===== config.mk =====
export PLATFORM = sky130hd
export DESIGN_NAME = seven_seg_scan_controller
export DESIGN_NICKNAME = d
export VERILOG_FILES = /design/src/rtl/seven_seg_scan_controller.sv
export SDC_FILE = /design/constraint.sdc
export NUM_CORES = 1
export LEC_CHECK = 0
export CORE_ASPECT_RATIO = 1.5
export CORE_MARGIN = 1
export CORE_UTILIZATION = 63
export CTS_CLUSTER_SIZE = 24
export DETAILED_ROUTE_END_ITERATION = 8
export DONT_BUFFER_PORTS = 1
export MAX_ROUTING_LAYER = met4
export PLACE_DENSITY = 0.82
export SLEW_MARGIN = 20
export SYNTH_ARGS = -nofsm -noshare
export SYNTH_HDL_FRONTEND = slang
export SYNTH_SLANG_ARGS = --single-unit

===== constraint.sdc =====
create_clock -name clk -period 2.3 [get_ports clk]
set_clock_uncertainty 0.05 [all_clocks]
set_input_delay 0.46 -clock clk [delete_from_list [all_inputs] [get_ports clk]]
set_output_delay 0.46 -clock clk [all_outputs]
set_load 0.01 [all_outputs]

===== src/rtl/seven_seg_scan_controller.sv =====
// rtl/seven_seg_scan_controller.sv - four-digit multiplexed seven-segment scanner with double-buffered value
module seven_seg_scan_controller #(
    parameter int REFRESH_DIV  = 100000,
    parameter int BLANK_CYCLES = 1000
) (
    input  logic        clk,
    input  logic        rst_n,
    input  logic        enable,
    input  logic        load,
    input  logic [15:0] value_in,
    input  logic [3:0]  dp_in,
    input  logic        blank_lz,
    output logic [3:0]  an,
    output logic [6:0]  seg,
    output logic        dp,
    output logic        ready,
    output logic        load_ack
);

    localparam int CW = (REFRESH_DIV > 1) ? $clog2(REFRESH_DIV) : 1;
    localparam logic [CW-1:0] SLOT_LAST = CW'(REFRESH_DIV - 1);
    localparam logic [CW-1:0] BLANK_END = CW'(BLANK_CYCLES);

    typedef enum logic [1:0] {
        ST_OFF,
        ST_BLANK,
        ST_SHOW
    } state_t;

    state_t          state;
    logic [CW-1:0]   cnt;
    logic [1:0]      idx;
    logic [15:0]     pend_val;
    logic [3:0]      pend_dp;
    logic [15:0]     disp_val;
    logic [3:0]      disp_dp;
    logic            pending;

    logic            frame_end;
    logic            transfer;
    logic            accept;
    logic [3:0]      cur_digit;
    logic            lz_blank;
    logic [CW-1:0]   cnt_inc;

    function automatic logic [6:0] decode(input logic [3:0] d);
        case (d)
            4'd0:    decode = 7'b1000000;
            4'd1:    decode = 7'b1111001;
            4'd2:    decode = 7'b0100100;
            4'd3:    decode = 7'b0110000;
            4'd4:    decode = 7'b0011001;
            4'd5:    decode = 7'b0010010;
            4'd6:    decode = 7'b0000010;
            4'd7:    decode = 7'b1111000;
            4'd8:    decode = 7'b0000000;
            4'd9:    decode = 7'b0010000;
            default: decode = 7'b0111111;
        endcase
    endfunction

    assign ready     = ~pending;
    assign frame_end = (state != ST_OFF) && (idx == 2'd3) && (cnt == SLOT_LAST);
    // While dark there is no frame to tear, so a pending value moves over at once.
    assign transfer  = pending && (enable ? frame_end : 1'b1);
    assign accept    = load && !pending;
    assign cur_digit = disp_val[{idx, 2'b00} +: 4];
    assign cnt_inc   = cnt + CW'(1);

    always_comb begin
        lz_blank = 1'b0;
        if (blank_lz) begin
            case (idx)
                2'd1:    lz_blank = (disp_val[15:4] == 12'd0);
                2'd2:    lz_blank = (disp_val[15:8] == 8'd0);
                2'd3:    lz_blank = (disp_val[15:12] == 4'd0);
                default: lz_blank = 1'b0;
            endcase
        end
    end

    always_ff @(posedge clk) begin
        if (!rst_n) begin
            state    <= ST_OFF;
            cnt      <= '0;
            idx      <= 2'd0;
            pend_val <= 16'd0;
            pend_dp  <= 4'd0;
            disp_val <= 16'd0;
            disp_dp  <= 4'd0;
            pending  <= 1'b0;
            load_ack <= 1'b0;
            an       <= 4'b1111;
            seg      <= 7'b1111111;
            dp       <= 1'b1;
        end else begin
            load_ack <= accept;
            if (transfer) begin
                disp_val <= pend_val;
                disp_dp  <= pend_dp;
                pending  <= 1'b0;
            end else if (accept) begin
                pend_val <= value_in;
                pend_dp  <= dp_in;
                pending  <= 1'b1;
            end

            if (!enable) begin
                state <= ST_OFF;
                cnt   <= '0;
                idx   <= 2'd0;
            end else if (state == ST_OFF || cnt == SLOT_LAST) begin
                state <= ST_BLANK;
                cnt   <= '0;
                idx   <= (state == ST_OFF) ? 2'd0 : idx + 2'd1;
            end else begin
                cnt   <= cnt_inc;
                state <= (cnt_inc < BLANK_END) ? ST_BLANK : ST_SHOW;
            end

            // Outputs lag the scan state by one cycle; dropping enable darkens them immediately.
            if (!enable || state != ST_SHOW) begin
                an  <= 4'b1111;
                seg <= 7'b1111111;
                dp  <= 1'b1;
            end else begin
                an  <= ~(4'b0001 << idx);
                seg <= lz_blank ? 7'b1111111 : decode(cur_digit);
                dp  <= ~disp_dp[idx];
            end
        end
    end

endmodule

* After elaboration in Yosys (flattened, before gate mapping)
Memories as Yosys holds them, arrays and structs flattened. A register that Yosys moved wholly into a read port is not among the register bits.
Cells that the tools add are included.
** Operators by class
- Add/sub/neg operators :: 2
- Reduce and logical (&&, ||, !) cells :: 19
- Order comparisons :: 2
- Bitwise logic cells :: 6
- Muxes and demuxes :: 8
- Equal/unequal tests :: 5
- Shifts and indexed selects :: 2
** Operators with widths (count)
- $add 17x1->17 const B :: 1
- $eq 17x17->1 const B :: 1
- $lt 17x10->1 const B :: 1
- $shiftx 16x5->4 :: 1
- $logic_not 12->1 :: 1
- $logic_not 8->1 :: 1
- $reduce_or 3->1 :: 2
- $not 1->1 :: 5
- $eq 2x2->1 const B :: 2
- $logic_and 1x1->1 :: 4
- $logic_not 4->1 :: 1
- $mux 1 :: 4
- $mux 2 :: 2
- $not 4->4 :: 1
- $reduce_and 2->1 :: 2
- $reduce_or 2->1 :: 2
- $shl 1x2->4 const A :: 1
- $lt 2x3->1 const B :: 1
- $pmux 1 s3 :: 1
- $add 2x1->2 const B :: 1
- $bmux 1 s2 :: 1
- $eq 2x1->1 const B :: 1
- $logic_not 1->1 :: 2
- $logic_not 2->1 :: 1
- other kinds (3) :: 4
** Word-level totals
- Register bits :: 68
- ROM bits :: 112
- Memories :: 1
- Word-level logic and storage cells :: 57
- Output and inout port bits :: 14
** Memory list
- (no name shown) :: depth 16, bits a word 7, read ports 1, clocked after memory_dff 1, wr ports 0, line 47 : case (d)

* Depth between registers and ports, before layout
Gate-level depths: netlist of run 1.
- Depth in word-level cells :: 7
- Gate-level depth with buffers :: 9
- Gate-level depth less buffers :: 7

* Worst setup path after synthesis of run 1
No wires, ideal clock.
- Path type :: reg-to-reg
- Start :: register cnt[0]
- End :: register disp_dp[1]
- Period minus slack after synthesis :: 2053 ps
- Cell stages (with the launch flop) :: 10
- Required time :: 2135 ps
- Library setup time :: 115 ps
- Slack :: 247 ps
- Arrival :: 1888 ps
- Path through :: dfxtp_1 > ha_1 > and4_1 > buf_2 > nand2_1 > o41ai_4 > nand2_2 > buf_6 > nand3_2 > o21ai_2
** Between the ends
- Longest elaborated chain between the ends :: 4
** RTL lines
- start: declaration :: line 31 : logic [CW-1:0] cnt;
- start signal: assignment :: line 117 : cnt <= cnt_inc;
- $eq 17x17->1 :: line 63 : assign frame_end = (state != ST_OFF) && (idx == 2'd3) && (cnt == SLOT_LAST);
- $logic_and 1x1->1 :: line 63
- $mux 1 :: line 65 : assign transfer = pending && (enable ? frame_end : 1'b1);
- $logic_and 1x1->1 :: line 65
- end signal: assignment :: line 100 : disp_dp <= pend_dp;
- end: declaration :: line 36 : logic [3:0] disp_dp;
Every way passes these cells.
A chain may end at the register's enable or synchronous reset.

* Final worst setup path of run 1
- Start :: register cnt[1]
- End :: register disp_val[11]
** Between the ends
- Longest elaborated chain between the ends :: 4
** RTL lines
- $eq 17x17->1 :: line 63
- $logic_and 1x1->1 :: line 63
- $mux 1 :: line 65
- $logic_and 1x1->1 :: line 65
- end signal: assignment :: line 99 : disp_val <= pend_val;
- end: declaration :: line 35 : logic [15:0] disp_val;
Every way passes these cells.

==> results of run 1 <==
[cell type report]
| type | instances | share of cell area [%] |
|---|---|---|
| inverter | 10 | 0.9862 |
| clock buffer | 13 | 4.438 |
| tap | 70 | 2.301 |
| multi-input combinational | 282 | 49.18 |
| sequential | 75 | 39.45 |
| timing repair buffer | 11 | 2.498 |
| clock inverter | 3 | 1.151 |
[synth_stat cells (all sizes together), types with 2 or more instances]
master / count / area [µm²]
nand4: 5 / 31.28
clkbuf: 16 / 60.06
nor2b: 2 / 12.51
or3: 3 / 18.77
mux2i: 4 / 40.04
or2: 2 / 12.51
a21oi: 8 / 40.04
nor3: 3 / 20.02
xnor2: 9 / 78.83
ha: 11 / 137.6
inv: 10 / 37.54
a21boi: 20 / 150.1
nor4: 5 / 31.28
and3: 2 / 12.51
nor3b: 2 / 15.01
xor2: 9 / 78.83
o21ai: 30 / 225.2
buf: 11 / 88.83
or4: 2 / 18.77
dfxtp: 75 / 1501
nand2b: 4 / 25.02
and4: 3 / 26.28
nand3: 31 / 255.2
mux4: 5 / 112.6
nand2: 81 / 306.6
nor2: 29 / 108.9
[layer usage]
layer  wire length, µm  GRT usage (%)
met3               195          5.825
met5                 0              -
met2              3282          40.78
met4               106          9.848
met1              2699          26.26
[state kept, by name, indices dropped and copies added, names as in the netlist]
| name | count |
|---|---|
| disp_dp | 4 |
| dp | 1 |
| idx | 2 |
| pend_val | 16 |
| state | 2 |
| an | 4 |
| pending | 1 |
| load_ack | 1 |
| cnt | 17 |
| pend_dp | 4 |
| disp_val | 16 |
| seg | 7 |
[power groups by stage]
stage          clock [mW]  sequential (mW)  combinational (mW)
2_1_floorplan           0             1.37               0.110
3_3_place_gp            0             1.38               0.102
3_5_place_dp            0             1.38               0.104
4_1_cts              1.07             1.35               0.105
5_1_grt              1.14             1.35               0.117
6_report             1.05             1.35               0.103
[how the worst max path moves through the flow]
stage               slack [ns]                         to              start  cells past startpoint
floorplan                 0.25    disp_dp[1]$_SDFFE_PN0P_  cnt[0]$_SDFF_PP0_                      9
global placement          0.26   disp_val[9]$_SDFFE_PN0P_  cnt[0]$_SDFF_PP0_                      8
detailed placement        0.22  disp_val[10]$_SDFFE_PN0P_  cnt[0]$_SDFF_PP0_                      8
CTS                       0.19  disp_val[11]$_SDFFE_PN0P_  cnt[1]$_SDFF_PP0_                      8
global route              0.03  disp_val[11]$_SDFFE_PN0P_  cnt[0]$_SDFF_PP0_                      8
finish                    0.18  disp_val[11]$_SDFFE_PN0P_  cnt[1]$_SDFF_PP0_                      8
[worst register-to-register path, delay by kind of cell (launching register included)]
kind,cells,cell delay [ns]
fa+ha+maj,1,0.29
flops,1,0.41
buf+inv,1,0.21
compound gates,2,0.44
simple gates,4,0.61
[cells by family (layout without fill, tap and decap cells)]
group,after synthesis,after routing
simple gates,178,178
flops,75,75
compound gates,66,66
buf+inv,37,37
xor+xnor,18,18
fa+ha+maj,11,11
mux,9,9
[cells in the final DEF, fill, tap and decap left out, drive strengths merged, types with 8 or more instances in the layout]
cell type and n:
buf 11, nor2 29, nand3 31, inv 11
dfxtp 75, xnor2 9, a21oi 8, xor2 9
o21ai 30, a21boi 20, ha 11, nand2 81
clkbuf 13
[through the flow]
step | hold slack [ns] | area (µm²)
after floorplan | 0.3836 | 3560
after CTS | 0.1907 | 3806
after global placement | 0.3921 | 3593
final | 0.2030 | 3806
after global routing | 0.1783 | 3806
after detailed placement | 0.3957 | 3593
==> results.sh, run 1 <==
export IMPL_status="completed"
export IMPL_synth_xor_area_share_pct=4.429
export IMPL_dp_hpwl_um=4463
export IMPL_nets=425
export IMPL_detailedRoute_firstIterationViolations=141
export IMPL_min_to="disp_val[1]$_SDFFE_PN0P_"
export IMPL_worstPathRequired_ns=2.47
export IMPL_clock_latency_ns=0.34
export IMPL_p_comb_share_pct=4.1
export IMPL_hp_start="rst_n"
export IMPL_dp_cells=448
export IMPL_hold_class="input pin to flip-flop"
export IMPL_slew_viol_final=0
export IMPL_antenna_diode_count=0
export IMPL_post_cts_buffers=0
export IMPL_cts_tree="built"
export IMPL_yosys_cell_types_count=46
export IMPL_synth_top_family_by_area="simple AND/OR/NAND/NOR gates"
export IMPL_hold_viol=0
export IMPL_critPathTopFamily="simple AND/OR/NAND/NOR gates"
export IMPL_finalSetupTns_ns=0
export IMPL_max_stage_delay_ns=0.41
export IMPL_hold_buffers=0
export IMPL_path_max_fanout=40
export IMPL_pin_count=39
export IMPL_syn_nets=430
export IMPL_r2r_end="disp_val[11]$_SDFFE_PN0P_"
export IMPL_r2r_start="cnt[1]$_SDFF_PP0_"
export IMPL_netlist_area_um2=3560
export IMPL_dieArea_um2=5961
export IMPL_r2r_slack_ns=0.18
export IMPL_ys_seq_area_share_pct=42.18
export IMPL_route_detailed_drc=0
export IMPL_antenna_found_initial=0
export IMPL_port_buffers=0
export IMPL_wl_per_cell_um=13.54
export IMPL_power_density_nw_per_um2=658.1
export IMPL_path_clk_slew_ns=0.08
export IMPL_worstMarginPinSlew_ns=0.6088
export IMPL_final_util_pct=69.83
export IMPL_gp_congestion=0.8795
export IMPL_cts_root_buf="clkbuf_8"
export IMPL_clockBufferDepth=2
export IMPL_cts_resized=0
export IMPL_dr_pass1_iters=4
export IMPL_synth_flop_cell="dfxtp_1"
export IMPL_cp_start_kind="flip-flop"
export IMPL_grt_max_degree=64
export IMPL_multi_input_area_um2=1872
export IMPL_critPathKind="flip-flop to flip-flop"
export IMPL_die_w_um=63.38
export IMPL_fill_cells=440
export IMPL_grt_overflow_total=0
export IMPL_reg2reg_depth=8
export IMPL_critPathBufInv=1
export IMPL_slew_headroom_pct=59.32
export IMPL_rsz0062_at_grt="no"
export IMPL_endpoint_kind="flip-flop"
export IMPL_dr_total_vias=2572
export IMPL_synth_area_mux_share_pct=4.288
export IMPL_synth_compound_area_share_pct=13.92
export IMPL_setup_violations=0
export IMPL_drive_gt1_share_pct=19.54
export IMPL_fp_row_count=33
export IMPL_p_sw_share_pct=21.72
export IMPL_cts_sinks=75
export IMPL_die_h_um=94.06
export IMPL_clockPowerShare_pct=42.1
export IMPL_min_period_over_period_pct=92.33
export IMPL_detail_route_antenna_nets=0
export IMPL_avgSynthCellArea_um2=9.035
export IMPL_initial_core_util_pct=65.31
export IMPL_synth_fa_ha_area_share_pct=3.866
export IMPL_via_per_inst=5.543
export IMPL_irDropWorstVdd_v=0.0004954
export IMPL_place_ws_ns=0.2215
export IMPL_area_growth_pct=6.924
export IMPL_synth_simple_gate_area_share_pct=26.08
export IMPL_grt_usage_pct=23.85
export IMPL_hold_path_depth=2
export IMPL_max_freq_ghz=0.4709
export IMPL_maxCapViolCount=0
export IMPL_first_global_vias=2389
export IMPL_instances_no_fill=464
export IMPL_cp_cell_sequence="ha_1 -> and4_1 -> nand2_1 -> o41ai_4 -> nand2_2 -> buf_12 -> nand3_2 -> o21ai_2"
export IMPL_intPower_mw=1.961
export IMPL_ys_warn_count=0
export IMPL_p_switching_mw=0.5440
export IMPL_syn_inst=394
export IMPL_h_tree_depth=3
export IMPL_report_power_total_mw=2.505
export IMPL_ff_latch_area_um2=1501
export IMPL_pwr_share_seq_pct=53.8
export IMPL_ys_ff_latch=75
export IMPL_cpMaxStageDelayCell="dfxtp_1"
export IMPL_synth_edff_count=0
export IMPL_numCtsBuffers=9
export IMPL_coreArea_um2=5450
export IMPL_leakage_nw=1.293
export IMPL_synthArstFlopShare_pct=0
export IMPL_wirelength_um=6283
export IMPL_grt_pass1_wl_um=10760
export IMPL_min_period_ns=2.124
export IMPL_crit_arrival_ns=2.29
export IMPL_layout_setup_ws_ns=0.1763
(Power assumes the default switching activity.)
==> run 2: changes to the inputs <==
Settings changed: CORE_MARGIN 1 to 2, CORE_UTILIZATION 63 to 55, PLACE_DENSITY 0.82 to 0.73.
==> run 2 against run 1 <==
  * First-iteration DRC count fell by 33%
  * Wire length up 0.95%
  * Core utilization is 8.5 points lower
  * Final cell count rose by 1.1%
  * Power up 0.99%
  * Setup slack improved by 0.062 ns
  * Critical endpoint is now disp_val[12]$_SDFFE_PN0P_
  * Final area up 0.26%
  * Die area increased by 20%
  * Highest routed layer unchanged
  * Count of clock-buffer cells in the layout fell by 2
  * Global-route usage shrank 4.2 points
  * Worst hold slack got worse by 0.0073 ns
==> results.sh, run 2 (synthesized netlist as in run 1, its figures left out) <==
export IMPL_h_tree_depth=3
export IMPL_top_regs="cnt: 17 flops, disp_val: 16 flops, pend_val: 16 flops"
export IMPL_fill_cells=576
export IMPL_dr_pass1_iters=4
export IMPL_numCtsBuffers=9
export IMPL_min_period_ns=2.062
export IMPL_antenna_found_initial=0
export IMPL_grt_pass1_wl_um=10700
export IMPL_report_power_total_mw=2.530
export IMPL_grt_usage_pct=19.66
export IMPL_wl_per_cell_um=13.52
export IMPL_p_switching_mw=0.5542
export IMPL_path_max_fanout=40
export IMPL_pin_count=39
export IMPL_hold_class="input pin to flip-flop"
export IMPL_die_h_um=102.5
export IMPL_drive_gt1_share_pct=19.75
export IMPL_initial_core_util_pct=57.24
export IMPL_grt_max_degree=64
export IMPL_antenna_diode_count=0
export IMPL_final_cell_mix="80 x nand2_1, 74 x dfxtp_1, 29 x nor2_1"
export IMPL_clockBufferDepth=2
export IMPL_wirelength_um=6343
export IMPL_cts_resized=0
export IMPL_slew_viol_final=0
export IMPL_die_w_um=69.69
export IMPL_setup_violations=0
export IMPL_hold_viol=0
export IMPL_final_common_cell="nand2_1"
export IMPL_cp_cell_sequence="nand4bb_1 -> or4_4 -> o41ai_4 -> nand2_2 -> buf_12 -> nand3_2 -> o21ai_2"
export IMPL_pwr_share_seq_pct=53.3
export IMPL_dp_hpwl_um=4597
export IMPL_dieArea_um2=7145
export IMPL_worstMarginPinSlew_ns=0.6102
export IMPL_cts_root_buf="clkbuf_8"
export IMPL_max_freq_ghz=0.4850
export IMPL_clock_latency_ns=0.35
export IMPL_crit_arrival_ns=2.25
export IMPL_endpoint_kind="flip-flop"
export IMPL_route_detailed_drc=0
export IMPL_largest_register="cnt"
export IMPL_rsz0062_at_grt="no"
export IMPL_nets=426
export IMPL_place_area_um2=3606
export IMPL_cts_sinks=75
export IMPL_detail_route_antenna_nets=0
export IMPL_fp_row_count=35
export IMPL_path_clk_slew_ns=0.08
export IMPL_gp_congestion=0.8347
export IMPL_area_growth_pct=7.206
export IMPL_slew_headroom_pct=59.22
export IMPL_worstPathRequired_ns=2.49
export IMPL_design_area_um2=3816
export IMPL_post_cts_buffers=0
export IMPL_finalSetupTns_ns=0
export IMPL_hold_buffers=0
export IMPL_coreArea_um2=6218
export IMPL_critPathKind="flip-flop to flip-flop"
export IMPL_intPower_mw=1.976
export IMPL_p_comb_share_pct=4.1
export IMPL_grt_overflow_total=0
export IMPL_min_period_over_period_pct=89.64
export IMPL_p_sw_share_pct=21.91
export IMPL_status="completed"
export IMPL_largest_reg_flops=17
export IMPL_max_stage_delay_ns=0.53
export IMPL_leakage_nw=1.292
export IMPL_maxCapViolCount=0
export IMPL_via_per_inst=5.448
export IMPL_cp_start_kind="flip-flop"
export IMPL_cts_tree="built"
export IMPL_first_global_vias=2358
export IMPL_cpMaxStageDelayCell="or4_4"
export IMPL_detailedRoute_firstIterationViolations=94
export IMPL_port_buffers=0
export IMPL_clockPowerShare_pct=42.6
export IMPL_dr_total_vias=2555
export IMPL_whs_ns=0.1957
export IMPL_irDropWorstVdd_v=0.0004386
export IMPL_power_density_nw_per_um2=662.9
## run 2: per-stage QoR
| step | worst slack [ns] | cells | util [%] |
|---|---|---|---|
| final | 0.2382 | 469 | 61.37 |
| after detailed placement | 0.2358 | 453 | 57.99 |
| after floorplan | 0.2471 | 394 | - |
| after global placement | 0.2718 | 453 | 57.99 |
| after global routing | 0.1064 | 469 | 61.37 |
| after CTS | 0.2170 | 469 | 61.35 |
## run 2: power groups by stage
stage / registers, mW / logic [mW] / clock network, mW
after detailed placement: 1.38 / 0.105 / 0
after CTS: 1.35 / 0.105 / 1.10
after global routing: 1.35 / 0.119 / 1.16
final: 1.35 / 0.103 / 1.08
after global placement: 1.38 / 0.102 / 0
after floorplan: 1.37 / 0.110 / 0
## run 2: layer usage
| metal | global-route usage (%) | share of wire (%) |
|---|---|---|
| met5 | - | 0 |
| met4 | 10.80 | 3.4 |
| met3 | 4.985 | 3.7 |
| met2 | 33.88 | 50 |
| met1 | 20.77 | 42 |
## run 2: final timing paths
kind / end / slack (ns) / depth (start not counted) / from
hold reg to reg: disp_val[7]$_SDFFE_PN0P_ / 0.41 / 2 / pend_val[7]$_SDFFE_PN0P_
hold / removal: pend_val[4]$_SDFFE_PN0P_ / 0.20 / 2 / value_in[4]
setup reg to reg: disp_val[12]$_SDFFE_PN0P_ / 0.24 / 7 / cnt[16]$_SDFF_PP0_
setup / recovery: disp_val[12]$_SDFFE_PN0P_ / 0.24 / 7 / cnt[16]$_SDFF_PP0_
## run 2: area by class of cell
type / count / area (µm²) / share of cell area [%]
timing repair buffer: 12 / 102.6 / 2.689
clock inverter: 5 / 77.57 / 2.033
multi-input combinational: 282 / 1872 / 49.05
sequential: 75 / 1503 / 39.38
tap: 74 / 92.59 / 2.426
inverter: 10 / 37.54 / 0.9836
clock buffer: 11 / 131.4 / 3.443
## run 2: worst max-delay path: cells and delay by family, from the launching register on
family | cells | cell delay, ns
simple gates | 4 | 0.90
compound gates | 2 | 0.39
buf+inv | 1 | 0.21
flops | 1 | 0.40
